==> src/rtl/sar_search_5b_pkg.sv <==
// Shared definitions for the 5-bit successive-approximation search controller.
// Holds the state encoding, the operand width shared with the 5-bit magnitude
// comparator, and the limits of the per-bit settle counter.
package sar_search_5b_pkg;

    // Operand width shared with the companion magnitude comparator
    localparam int SAR_WIDTH = 5;

    // Largest supported number of extra settle cycles per bit
    localparam int SETTLE_MAX = 7;

    // Width of the settle counter, enough to hold SETTLE_MAX
    localparam int SETTLE_CNT_W = 3;

    typedef enum logic [1:0] {
        ST_IDLE = 2'd0,
        ST_TEST = 2'd1,
        ST_DONE = 2'd2
    } sar_state_t;

endpackage

==> src/rtl/sar_search_5b_settle.sv <==
// Per-bit settle counter for the successive-approximation controller.
// Counts the cycles spent on the current trial bit and flags the cycle on
// which the comparator decision is to be sampled (count == SETTLE).
module sar_settle_cnt
    import sar_search_5b_pkg::*;
#(
    parameter int SETTLE = 0
) (
    input  logic clk,
    input  logic rst_n,
    input  logic run,
    output logic last
);

    localparam logic [SETTLE_CNT_W-1:0] SETTLE_V = SETTLE_CNT_W'(SETTLE);

    logic [SETTLE_CNT_W-1:0] count;

    assign last = run && (count == SETTLE_V);

    // Count cycles within the current bit; restart from 0 when a bit ends or outside a search
    always_ff @(posedge clk) begin
        if (!rst_n || !run || last) begin
            count <= '0;
        end else begin
            count <= count + SETTLE_CNT_W'(1);
        end
    end

endmodule

==> src/rtl/sar_search_5b.sv <==
// Successive-approximation search controller.
// Drives a threshold (trial) into an external magnitude comparator, reads
// back its decision (cmp_in = sample >= trial) and binary-searches the
// unknown sample MSB first, one bit per SETTLE+1 cycles. The final value is
// published on result with a one-cycle done pulse; valid marks that result
// holds a completed conversion since reset.
module sar_search_5b
    import sar_search_5b_pkg::*;
#(
    parameter int WIDTH  = SAR_WIDTH,
    parameter int SETTLE = 0
) (
    input  logic             clk,
    input  logic             rst_n,
    input  logic             start,
    input  logic             cmp_in,
    output logic [WIDTH-1:0] trial,
    output logic             busy,
    output logic             done,
    output logic [WIDTH-1:0] result,
    output logic             valid
);

    localparam int IDX_W = (WIDTH > 1) ? $clog2(WIDTH) : 1;

    sar_state_t       state;
    logic [IDX_W-1:0] idx;
    logic [WIDTH-1:0] acc;
    logic [WIDTH-1:0] cur_mask;
    logic [WIDTH-1:0] next_acc;
    logic             in_test;
    logic             bit_last;

    assign in_test  = (state == ST_TEST);
    // Bit currently under test, and the accumulator once the decision for it is applied
    assign cur_mask = WIDTH'(1) << idx;
    assign next_acc = cmp_in ? (acc | cur_mask) : (acc & ~cur_mask);

    sar_settle_cnt #(
        .SETTLE (SETTLE)
    ) u_settle (
        .clk   (clk),
        .rst_n (rst_n),
        .run   (in_test),
        .last  (bit_last)
    );

    // Search FSM with registered outputs; trial is precomputed so it is stable for the whole bit
    always_ff @(posedge clk) begin
        if (!rst_n) begin
            state  <= ST_IDLE;
            idx    <= '0;
            acc    <= '0;
            trial  <= '0;
            busy   <= 1'b0;
            done   <= 1'b0;
            result <= '0;
            valid  <= 1'b0;
        end else begin
            case (state)
                ST_IDLE: begin
                    done <= 1'b0;
                    if (start) begin
                        state <= ST_TEST;
                        idx   <= IDX_W'(WIDTH - 1);
                        acc   <= '0;
                        trial <= WIDTH'(1) << (WIDTH - 1);
                        busy  <= 1'b1;
                    end else begin
                        trial <= '0;
                        busy  <= 1'b0;
                    end
                end

                ST_TEST: begin
                    // cmp_in only matters on the last cycle of each bit
                    if (bit_last) begin
                        acc <= next_acc;
                        if (idx != '0) begin
                            idx   <= idx - IDX_W'(1);
                            trial <= next_acc | (cur_mask >> 1);
                        end else begin
                            state  <= ST_DONE;
                            result <= next_acc;
                            valid  <= 1'b1;
                            done   <= 1'b1;
                            busy   <= 1'b0;
                            trial  <= '0;
                        end
                    end
                end

                ST_DONE: begin
                    // start is ignored here; it is only sampled again from IDLE
                    done  <= 1'b0;
                    state <= ST_IDLE;
                end

                default: begin
                    state <= ST_IDLE;
                    trial <= '0;
                    busy  <= 1'b0;
                    done  <= 1'b0;
                end
            endcase
        end
    end

endmodule

==> config.mk <==
export PLATFORM = sky130hd
export DESIGN_NAME = sar_search_5b
export DESIGN_NICKNAME = d
export VERILOG_FILES = /design/src/rtl/sar_search_5b_pkg.sv /design/src/rtl/sar_search_5b_settle.sv /design/src/rtl/sar_search_5b.sv
export SDC_FILE = /design/constraint.sdc
export NUM_CORES = 1
export LEC_CHECK = 0
export CAP_MARGIN = 20
export CORE_MARGIN = 4
export CORE_UTILIZATION = 52
export DETAILED_ROUTE_END_ITERATION = 8
export PLACE_DENSITY_LB_ADDON = 0.12
export SLEW_MARGIN = 20
export SYNTH_ARGS = -nofsm -noshare
export SYNTH_HDL_FRONTEND = slang
export SYNTH_SLANG_ARGS = --single-unit
==> constraint.sdc <==
create_clock -name clk -period 1.72 [get_ports clk]
set_input_delay 0.172 -clock clk [delete_from_list [all_inputs] [get_ports clk]]
set_output_delay 0.172 -clock clk [all_outputs]
set_load 0.1 [all_outputs]
== Yosys cells after proc, flatten, opt, wreduce, memory -nomap -nowiden ==
Index checks and enable logic that the tools add are counted.
W data, S select, Z words.

* Add/subtract/negate cells: 2
* Multipliers: 0
* Divide/modulo/power cells: 0
* Magnitude comparators: 0
* Eq/ne operators: 6
* Shifts and indexed selects: 1
* Muxes and demuxes: 20
* Bitwise gates (word level): 6
* Reductions and logical operators: 17

{| class="wikitable"
|+ Operators by type and width
! cell !! number
|-
| $mux W5 || 6
|-
| $pmux W5 S3 || 1
|-
| $reduce_and A3 Y1 || 4
|-
| $pmux W5 S2 || 1
|-
| $mux W3 || 3
|-
| $ne A2 B2 Y1 const B || 4
|-
| $mux W2 || 3
|-
| $pmux W3 S2 || 1
|-
| $reduce_and A2 Y1 || 3
|-
| $and A5 B5 Y5 || 1
|-
| $not A5 Y5 || 1
|-
| $or A5 B4 Y5 || 1
|-
| $or A5 B5 Y5 || 1
|-
| $shl A1 B3 Y5 const A || 1
|-
| $pmux W2 S2 || 1
|-
| $reduce_and A4 Y1 || 1
|-
| $add A3 B1 Y3 const B || 1
|-
| $logic_not A3 Y1 || 1
|-
| $mux W1 || 3
|-
| $pmux W1 S3 || 1
|-
| $reduce_bool A3 Y1 || 1
|-
| $sub A3 B1 Y3 const B || 1
|-
| $eq A2 B1 Y1 const B || 1
|-
| $eq A2 B2 Y1 const B || 1
|-
| 6 further kinds || 9
|}

* Flip-flop bits (word level): 26
* Bits in latches: 0
* RAM bits: 0
* Bits in read-only memories: 0
* Input port bits: 4
* Word-level logic and storage cells: 61
* Memories kept: 0

== Depth between registers and ports, before layout ==
Gate-level depths: netlist of the first run.

* Depth after elaboration: 8
* Mapped depth: 7
* Gate-level depth less buffers: 6

== By module ==
A second synthesis of the first run with hierarchy kept.

* Cells, all modules: 147
* Area total of the unflattened synthesis: 1277.5 um^2

{| class="wikitable"
|+ Modules (own cells, without submodules)
! module !! instances !! cells each !! area each (um^2) !! sequential area each (um^2)
|-
| sar_search_5b || 1 || 132 || 1128.6 || 460.4
|-
| sar_settle_cnt || 1 || 15 || 148.9 || 60.1
|}

== Least setup slack after synthesis of the first run ==
OpenSTA, ideal clock, no wires.

* Kind: flip-flop to flip-flop
* Start point: register idx[0]
* End point: register result[4]
* Setup time: 0.129 ns
* Arrival time: 1.389 ns
* Slack: 0.202 ns
* Stages on the path, launching flop included: 8
* Path buffers: 1
* Clock period less this slack: 1.518 ns
* Path through: dfxtp_1 -> inv_1 -> ha_1 -> nand4bb_1 -> clkbuf_1 -> nor2_2 -> mux2i_1 -> nor2_1

* Word-level cells in the longest chain between the ends: 4
* Elaborated cells on any way between the ends: 8
* Those cells by class: shift: 1; mux: 1; bitwise: 4; reduce/logical: 2

{| class="wikitable"
|+ RTL lines
! element !! line !! text
|-
| from (decl) || sar_search_5b.sv:27 || <nowiki>logic [IDX_W-1:0] idx;</nowiki>
|-
| from (signal assigned) || sar_search_5b.sv:65 || <nowiki>idx <= IDX_W'(WIDTH - 1);</nowiki>
|-
| from (signal assigned) || sar_search_5b.sv:80 || <nowiki>idx <= idx - IDX_W'(1);</nowiki>
|-
| $shl A1 B3 Y5 || sar_search_5b.sv:36 || <nowiki>assign cur_mask = WIDTH'(1) << idx;</nowiki>
|-
| $not A5 Y5 || sar_search_5b.sv:37 || <nowiki>assign next_acc = cmp_in ? (acc | cur_mask) : (acc & ~cur_mask);</nowiki>
|-
| $and A5 B5 Y5 || sar_search_5b.sv:37 ||
|-
| $mux W5 || sar_search_5b.sv:37 ||
|-
| to (signal assigned) || sar_search_5b.sv:84 || <nowiki>result <= next_acc;</nowiki>
|-
| to (decl) || sar_search_5b.sv:20 || <nowiki>output logic [WIDTH-1:0] result,</nowiki>
|}

Several ways; a longest one is shown, not always the timed one.
A chain may end at the register's enable or synchronous reset.

== Final worst setup path of the first run ==
* Start point: register idx[0]
* End point: register acc[2]

* Word-level cells in the longest chain between the ends: 6
* Elaborated cells on any way between the ends: 7
* Those cells by class: shift: 1; mux: 3; bitwise: 3

{| class="wikitable"
|+ RTL lines
! element !! line !! text
|-
| $shl A1 B3 Y5 (*) || sar_search_5b.sv:36 ||
|-
| $not A5 Y5 || sar_search_5b.sv:37 ||
|-
| $and A5 B5 Y5 || sar_search_5b.sv:37 ||
|-
| $mux W5 (*) || sar_search_5b.sv:37 ||
|-
| $mux W5 (*) || sar_search_5b.sv:77 || <nowiki>if (bit_last) begin</nowiki>
|-
| $pmux W5 S2 (*) || sar_search_5b.sv:60 || <nowiki>case (state)</nowiki>
|-
| to (signal assigned) || sar_search_5b.sv:78 || <nowiki>acc <= next_acc;</nowiki>
|-
| to (decl) || sar_search_5b.sv:28 || <nowiki>logic [WIDTH-1:0] acc;</nowiki>
|}

Mark *: on every way between the ends. The rest lies on a longest branch, timed or not. The select of a mux whose other input is x is not followed.

==> results by group, run 1 <==
Outcome
  • Status: finished, final reports clean

Timing
  • RSZ-0062 raised after global routing: false
  • F_max: 0.621 GHz
  • Final setup skew: 1.87 ps
  • Final setup viols: 0
  • Slew HR: 0.693
  • Endpoints failing hold: 0
  • Tcrit/Tclk final: 0.936
  • Total negative slack: 0 ps
  • Hold WS: 436 ps
  • Worst Tran Pin Value: 460 ps
  • Min Tclk post-route: 1610 ps
  • Slew Viols, Final: 0

Pwr
  • Gate power share: 0.225
  • Flop pwr share: 0.552
  • Sw Share: 0.324
  • Cell-internal power: 792 uW
  • Leak: 0.000570 uW
  • Peak VDD IR: 0.733 mV
  • PwrDens: 815 nW/um2
  • Net Sw Power: 381 uW
  • Clock Power Share: 0.222
  • Total power: 1170 uW

Synthesis
  • Area of the mapped netlist: 1200 um2
  • Avg Synthesized Cell Area: 8.71 um2
  • Sequential area share after synthesis: 0.433
  • Ys flop type: dfxtp_1
  • Count leader, synth: dfxtp_1
  • Synth area leaders: dfxtp_1 43%, ha_1 7.3%, nor2_1 5.9%
  • Post-synth EDFFs: 0
  • Synth Register Bits: 26
  • Synth unique cells: 35
  • Post-synth top area share: 0.433
  • Commonest cells post-synth: 26 x dfxtp_1, 19 x nor2_1, 10 x a21oi_1, 9 x nand2_1, 8 x nand3_1
  • Async set or reset register ratio after synthesis: 0
  • Syn_nets: 149
  • Area leader, netlist: dfxtp_1
  • Post-synthesis cell count: 138
  • Number of synthesis warnings: 0

Clock network
  • Worst-Skew Late Latency: 320 ps
  • CTS Buffer Depth: 2
  • CTS Sinks: 26
  • Clk root buf: clkbuf_4
  • Clk slew on worst S/H paths: 130 ps
  • Cts hold-fix bufs: 0
  • H-tree lvl count: 1
  • CTS tree: done
  • CTS Buf Count: 3

Place
  • Dpl cell area: 1380 um2
  • Port bufs: 16
  • Dpl hpwl: 1.98 mm
  • RePlAce Congestion: 0.802

Layout
  • ANT cells: 0
  • Synth-to-layout area growth: 19.7%
  • Fillcell total: 194
  • Fin util: 0.650
  • Finished Cell Area: 1440 um2
  • Share of cells above drive strength 1: 0.215
  • Final net count: 171

Global routing
  • Initial antenna violation count: 0
  • Largest net degree at the start of global routing: 15
  • Gr ovfl total: 0
  • Global-route wire length before repair: 4.67 mm
  • GRT Total Usage: 0.184
  • Number of global-route vias before repair: 1076

Drt
  • Antenna Violating Nets Remaining: 0
  • Initial DRT Pass Iterations: 4
  • Vias: 1047
  • DRT iter0 DRCs: 34
  • DRC viols: 0
  • DR WL/cell: 14.2 um
  • Overall routed net length: 2.65 mm
  • Vias/cell: 5.63

Hold path
  • Worst hold path type: reg -> reg
  • Hold_sp: u_settle.count[0]$_SDFF_PP0_
  • WHS Path Cells: 1
  • Hold Crit Endpoint: u_settle.count[0]$_SDFF_PP0_

Critical path
  • Reg2reg end: acc[2]$_SDFFE_PN0P_
  • Worst EP arrival: 1850 ps
  • Worst R2R Start: idx[0]$_SDFFE_PN0P_
  • Kind of critical path: reg -> reg
  • Worst R2R Setup Slack: 110 ps
  • Worst EP required: 1960 ps
  • Cells on worst reg2reg path: 6
  • Critical Path Start Type: flip-flop
  • CP endpoint kind: flip-flop
  • CP Max Fanout: 5

Job
  • Max-Cap Viols: 0

Die
  • Row Count: 17
  • Chip Width: 56.1 um
  • DIE HEIGHT: 56.1 um
  • Num ports: 17
  • Core area: 2210 um2
  • Starting Density: 0.544
  • Die area: 3150 um2
-- power by group through the flow --
stage          Sequential (uW)  Combinational, uW  Clock, uW
2_1_floorplan              725                117          0
3_3_place_gp               658                245          0
3_5_place_dp               659                249          0
4_1_cts                    646                252        269
5_1_grt                    651                285        294
6_report                   647                264        261
-- through the flow --
| step | setup slack [ps] | cells |
|---|---|---|
| 2_1_floorplan | 202 | 138 |
| 3_3_place_gp | 107 | 182 |
| 3_5_place_dp | 58.0 | 182 |
| 4_1_cts | 36.1 | 185 |
| 5_1_grt | 26.8 | 186 |
| 6_report | 111 | 186 |
-- worst max path at each step --
stage	endpoint	from	cells past startpoint
finish	acc[2]$_SDFFE_PN0P_	idx[0]$_SDFFE_PN0P_	6
global route	result[2]$_SDFFE_PN0P_	idx[0]$_SDFFE_PN0P_	6
CTS	idx[1]$_SDFFE_PN0P_	u_settle.count[0]$_SDFF_PP0_	7
detailed placement	idx[1]$_SDFFE_PN0P_	u_settle.count[0]$_SDFF_PP0_	7
global placement	idx[1]$_SDFFE_PN0P_	u_settle.count[0]$_SDFF_PP0_	7
floorplan	result[4]$_SDFFE_PN0P_	idx[0]$_SDFFE_PN0P_	7
-- state kept, by name, indices dropped and copies added (netlist names) --
register,flops
u_settle.count,3
state,2
valid,1
acc,5
done,1
result,5
trial,5
busy,1
idx,3
-- per-layer routing --
| layer | routed length, um | up-vias | GRT usage | share of wire |
|---|---|---|---|---|
| met5 | 0 | - | 0 | 0 |
| met4 | 89 | 0 | 0.0949 | 0.034 |
| met3 | 133 | 11 | 0.0394 | 0.050 |
| met2 | 1270 | 29 | 0.311 | 0.48 |
| met1 | 1160 | 486 | 0.218 | 0.44 |
| li1 | - | 521 | - | - |
-- timing repair --
action | in CTS | in global routing
buffers inserted | 0 | 1
resized for setup | 0 | 7
endpoints found under the setup margin | 0 | 8
-- worst max-delay path, stage by stage, from the launching register on --
cell and delay (ps):
dfxtp_1 370, inv_1 130, ha_1 240, nor2b_1 170, mux2_2 370, a22oi_1 190, nor2_1 50
-- cells in the final DEF (no fill, tap or decap), types with 2 or more instances in the layout --
cell,n
mux2_2,3
a21oi_1,10
clkbuf_4,3
mux2i_1,2
dfxtp_1,25
clkdlybuf4s50_1,3
o21ai_1,4
or4b_1,2
nand3_1,8
o21ai_0,7
nand2b_1,3
nor2b_1,5
nor3b_1,2
a22oi_1,3
nor2_1,19
nand2_1,9
buf_4,18
ha_2,2
ha_1,5
inv_1,6
and3_1,2
-- layout make-up --
type	instances	area [um2]	area share
multi-input cells	100	657	0.457
flip-flops and latches	26	522	0.363
repair buffers	22	176	0.123
well taps	28	35.0	0.0243
inverters	7	26.3	0.0183
clock buffers	3	22.5	0.0157
-- kinds of logic after synthesis --
kind of cell | after synthesis | synth area share
fa+ha+maj | 7 | 0.0728
flops | 26 | 0.433
buf+inv | 12 | 0.0416
mux | 5 | 0.0447
compound gates | 31 | 0.160
simple gates | 57 | 0.248
Note: power is estimated with default switching activity, not from simulation.
==> run 2, diff against run 1 <==
--- a/config.mk
+++ b/config.mk
@@ -8,7 +8,9 @@
 export CAP_MARGIN = 20
 export CORE_MARGIN = 4
 export CORE_UTILIZATION = 52
+export CTS_CLUSTER_DIAMETER = 150
 export DETAILED_ROUTE_END_ITERATION = 8
+export HOLD_SLACK_MARGIN = 0.05
 export PLACE_DENSITY_LB_ADDON = 0.12
 export SLEW_MARGIN = 20
 export SYNTH_ARGS = -nofsm -noshare
==> results of run 2 <==
Final layout, timing and power as in run 1 (identical DEF).
==> run 3, diff against run 2 <==
--- a/config.mk
+++ b/config.mk
@@ -7,7 +7,8 @@
 export LEC_CHECK = 0
 export CAP_MARGIN = 20
 export CORE_MARGIN = 4
-export CORE_UTILIZATION = 52
+export CORE_UTILIZATION = 55
+export CTS_BUF_LIST = sky130_fd_sc_hd__clkbuf_8
 export CTS_CLUSTER_DIAMETER = 150
 export DETAILED_ROUTE_END_ITERATION = 8
 export HOLD_SLACK_MARGIN = 0.05
==> run 3 against run 2 <==
Against the previous run:
- sequential cell count stayed put
- via count shrank 2.7%
- largest cell class unchanged
- largest power group unchanged
- utilization up 8.3 points
- total power increased by 21%
==> results by group, run 3 (same netlist as run 1, synthesis figures left out) <==
Outcome
  • Status: finished, final reports clean

Timing
  • Final setup viols: 0
  • Worst Tran Pin Value: 468 ps
  • Setup WS post-layout: 94.5 ps
  • Slew HR: 0.687
  • F_max: 0.615 GHz
  • Endpoints failing hold: 0
  • Min Tclk post-route: 1630 ps
  • Slew Viols, Final: 0
  • Final setup skew: 10.1 ps
  • Tcrit/Tclk final: 0.945

Critical path
  • Top delay family on crit path: simple AND/OR/NAND/NOR gates
  • Kind of critical path: reg -> reg
  • Critical Path Start Type: flip-flop
  • CP endpoint kind: flip-flop
  • CP cell instances: inv_1 -> ha_2 -> nor4bb_4 -> buf_4 -> o21ai_4 -> and3_1 -> o21a_1
  • Worst EP required: 1890 ps
  • CP peak stage delay: 340 ps
  • CP bufs+invs: 2
  • Worst EP arrival: 1800 ps
  • CP Max Fanout: 7
  • Worst path slowest cell: dfxtp_2
  • CP Launch Point: u_settle.count[0]$_SDFF_PP0_
  • Worst R2R Start: u_settle.count[0]$_SDFF_PP0_

Layout
  • Share of cells above drive strength 1: 0.220
  • Largest registers: acc: 5 flops, result: 5 flops, trial: 5 flops
  • Most frequent cells in the layout: 25 x dfxtp_1, 19 x nor2_1, 19 x buf_4
  • ANT cells: 0
  • Synth-to-layout area growth: 23.3%
  • Fillcell total: 144
  • Commonest non-fill, non-tap cell in the layout: dfxtp_1
  • Final net count: 171

Pwr
  • Total power: 1420 uW
  • Leak: 0.000593 uW
  • Cell-internal power: 1020 uW
  • Sw Share: 0.283
  • Clock Power Share: 0.362
  • Flop pwr share: 0.455
  • PwrDens: 958 nW/um2
  • Net Sw Power: 402 uW
  • Peak VDD IR: 0.796 mV
  • Gate power share: 0.183

Die
  • Chip Width: 54.8 um
  • DIE HEIGHT: 54.8 um
  • Row Count: 16
  • Starting Density: 0.595
  • Core area: 2020 um2
  • Die area: 3000 um2
  • Num ports: 17

Clock network
  • H-tree lvl count: 1
  • Clk root buf: clkbuf_8
  • Worst-Skew Late Latency: 280 ps
  • CTS Buf Count: 3
  • CTS tree: done
  • CTS Sinks: 26
  • Clk slew on worst S/H paths: 100 ps
  • CTS Buffer Depth: 2

Place
  • RePlAce Congestion: 0.791
  • Pre-CTS setup slack: 77.9 ps
  • Port bufs: 16
  • Dpl hpwl: 1.82 mm

Global routing
  • Number of global-route vias before repair: 851
  • Global-route wire length before repair: 3.95 mm
  • Initial antenna violation count: 0
  • Gr ovfl total: 0
  • GRT Total Usage: 0.190
  • Largest net degree at the start of global routing: 16

Drt
  • Initial DRT Pass Iterations: 4
  • Vias: 1019
  • Vias/cell: 5.48
  • Overall routed net length: 2.59 mm
  • DR WL/cell: 13.9 um
  • DRT iter0 DRCs: 28
  • DRC viols: 0
  • Antenna Violating Nets Remaining: 0

Hold path
  • Worst hold path type: reg -> reg
  • Hold_sp: u_settle.count[0]$_SDFF_PP0_

Job
  • Max-Cap Viols: 0
[run 3: final timing paths]
check	end	slack (ps)	cells after the start
worst min register to register	u_settle.count[0]$_SDFF_PP0_	430	1
worst max register to register	idx[1]$_SDFFE_PN0P_	90	7
worst min-delay path	u_settle.count[0]$_SDFF_PP0_	430	1
worst max-delay path	idx[1]$_SDFFE_PN0P_	90	7
[run 3: what timing repair did]
item                                    4_1_cts  5_1_grt
hold buffers                                  0        0
endpoints found under the setup margin        0        7
setup buffers                                 0        3
resized for setup                             0        6
[run 3: cell type report]
class | instances | area [um2] | share of cell area
sequential | 26 | 522 | 0.352
tap | 27 | 33.8 | 0.0228
timing repair buffer | 22 | 173 | 0.116
clock inverter | 1 | 30.0 | 0.0203
clock buffer | 3 | 41.3 | 0.0278
inverter | 7 | 26.3 | 0.0177
multi-input combinational | 100 | 657 | 0.443
[run 3: power by group through the flow]
stage | clock (uW) | combinational (uW) | sequential, uW
finish | 514 | 261 | 646
global route | 541 | 280 | 650
CTS | 519 | 243 | 645
detailed placement | 0 | 241 | 659
global placement | 0 | 239 | 658
floorplan | 0 | 117 | 725
[run 3: layer usage]
layer  vias to the layer above  global-route usage  part of all wire
met5                         -                   0                 0
met4                         0               0.120             0.027
li1                        516                   -                 -
met1                       467               0.257              0.48
met3                         7              0.0272             0.042
met2                        29               0.278              0.45
[run 3: through the flow]
stage | utilization | cell area [um2] | cells | hold slack (ps) | TNS [ps]
final | 0.733 | 1480 | 186 | 430 | 0
after global routing | 0.733 | 1480 | 186 | 450 | -12.8
after CTS | 0.709 | 1430 | 183 | 458 | 0
after detailed placement | 0.674 | 1360 | 179 | 445 | 0
after floorplan | - | 1200 | 138 | 331 | 0
after global placement | 0.674 | 1360 | 179 | 437 | 0
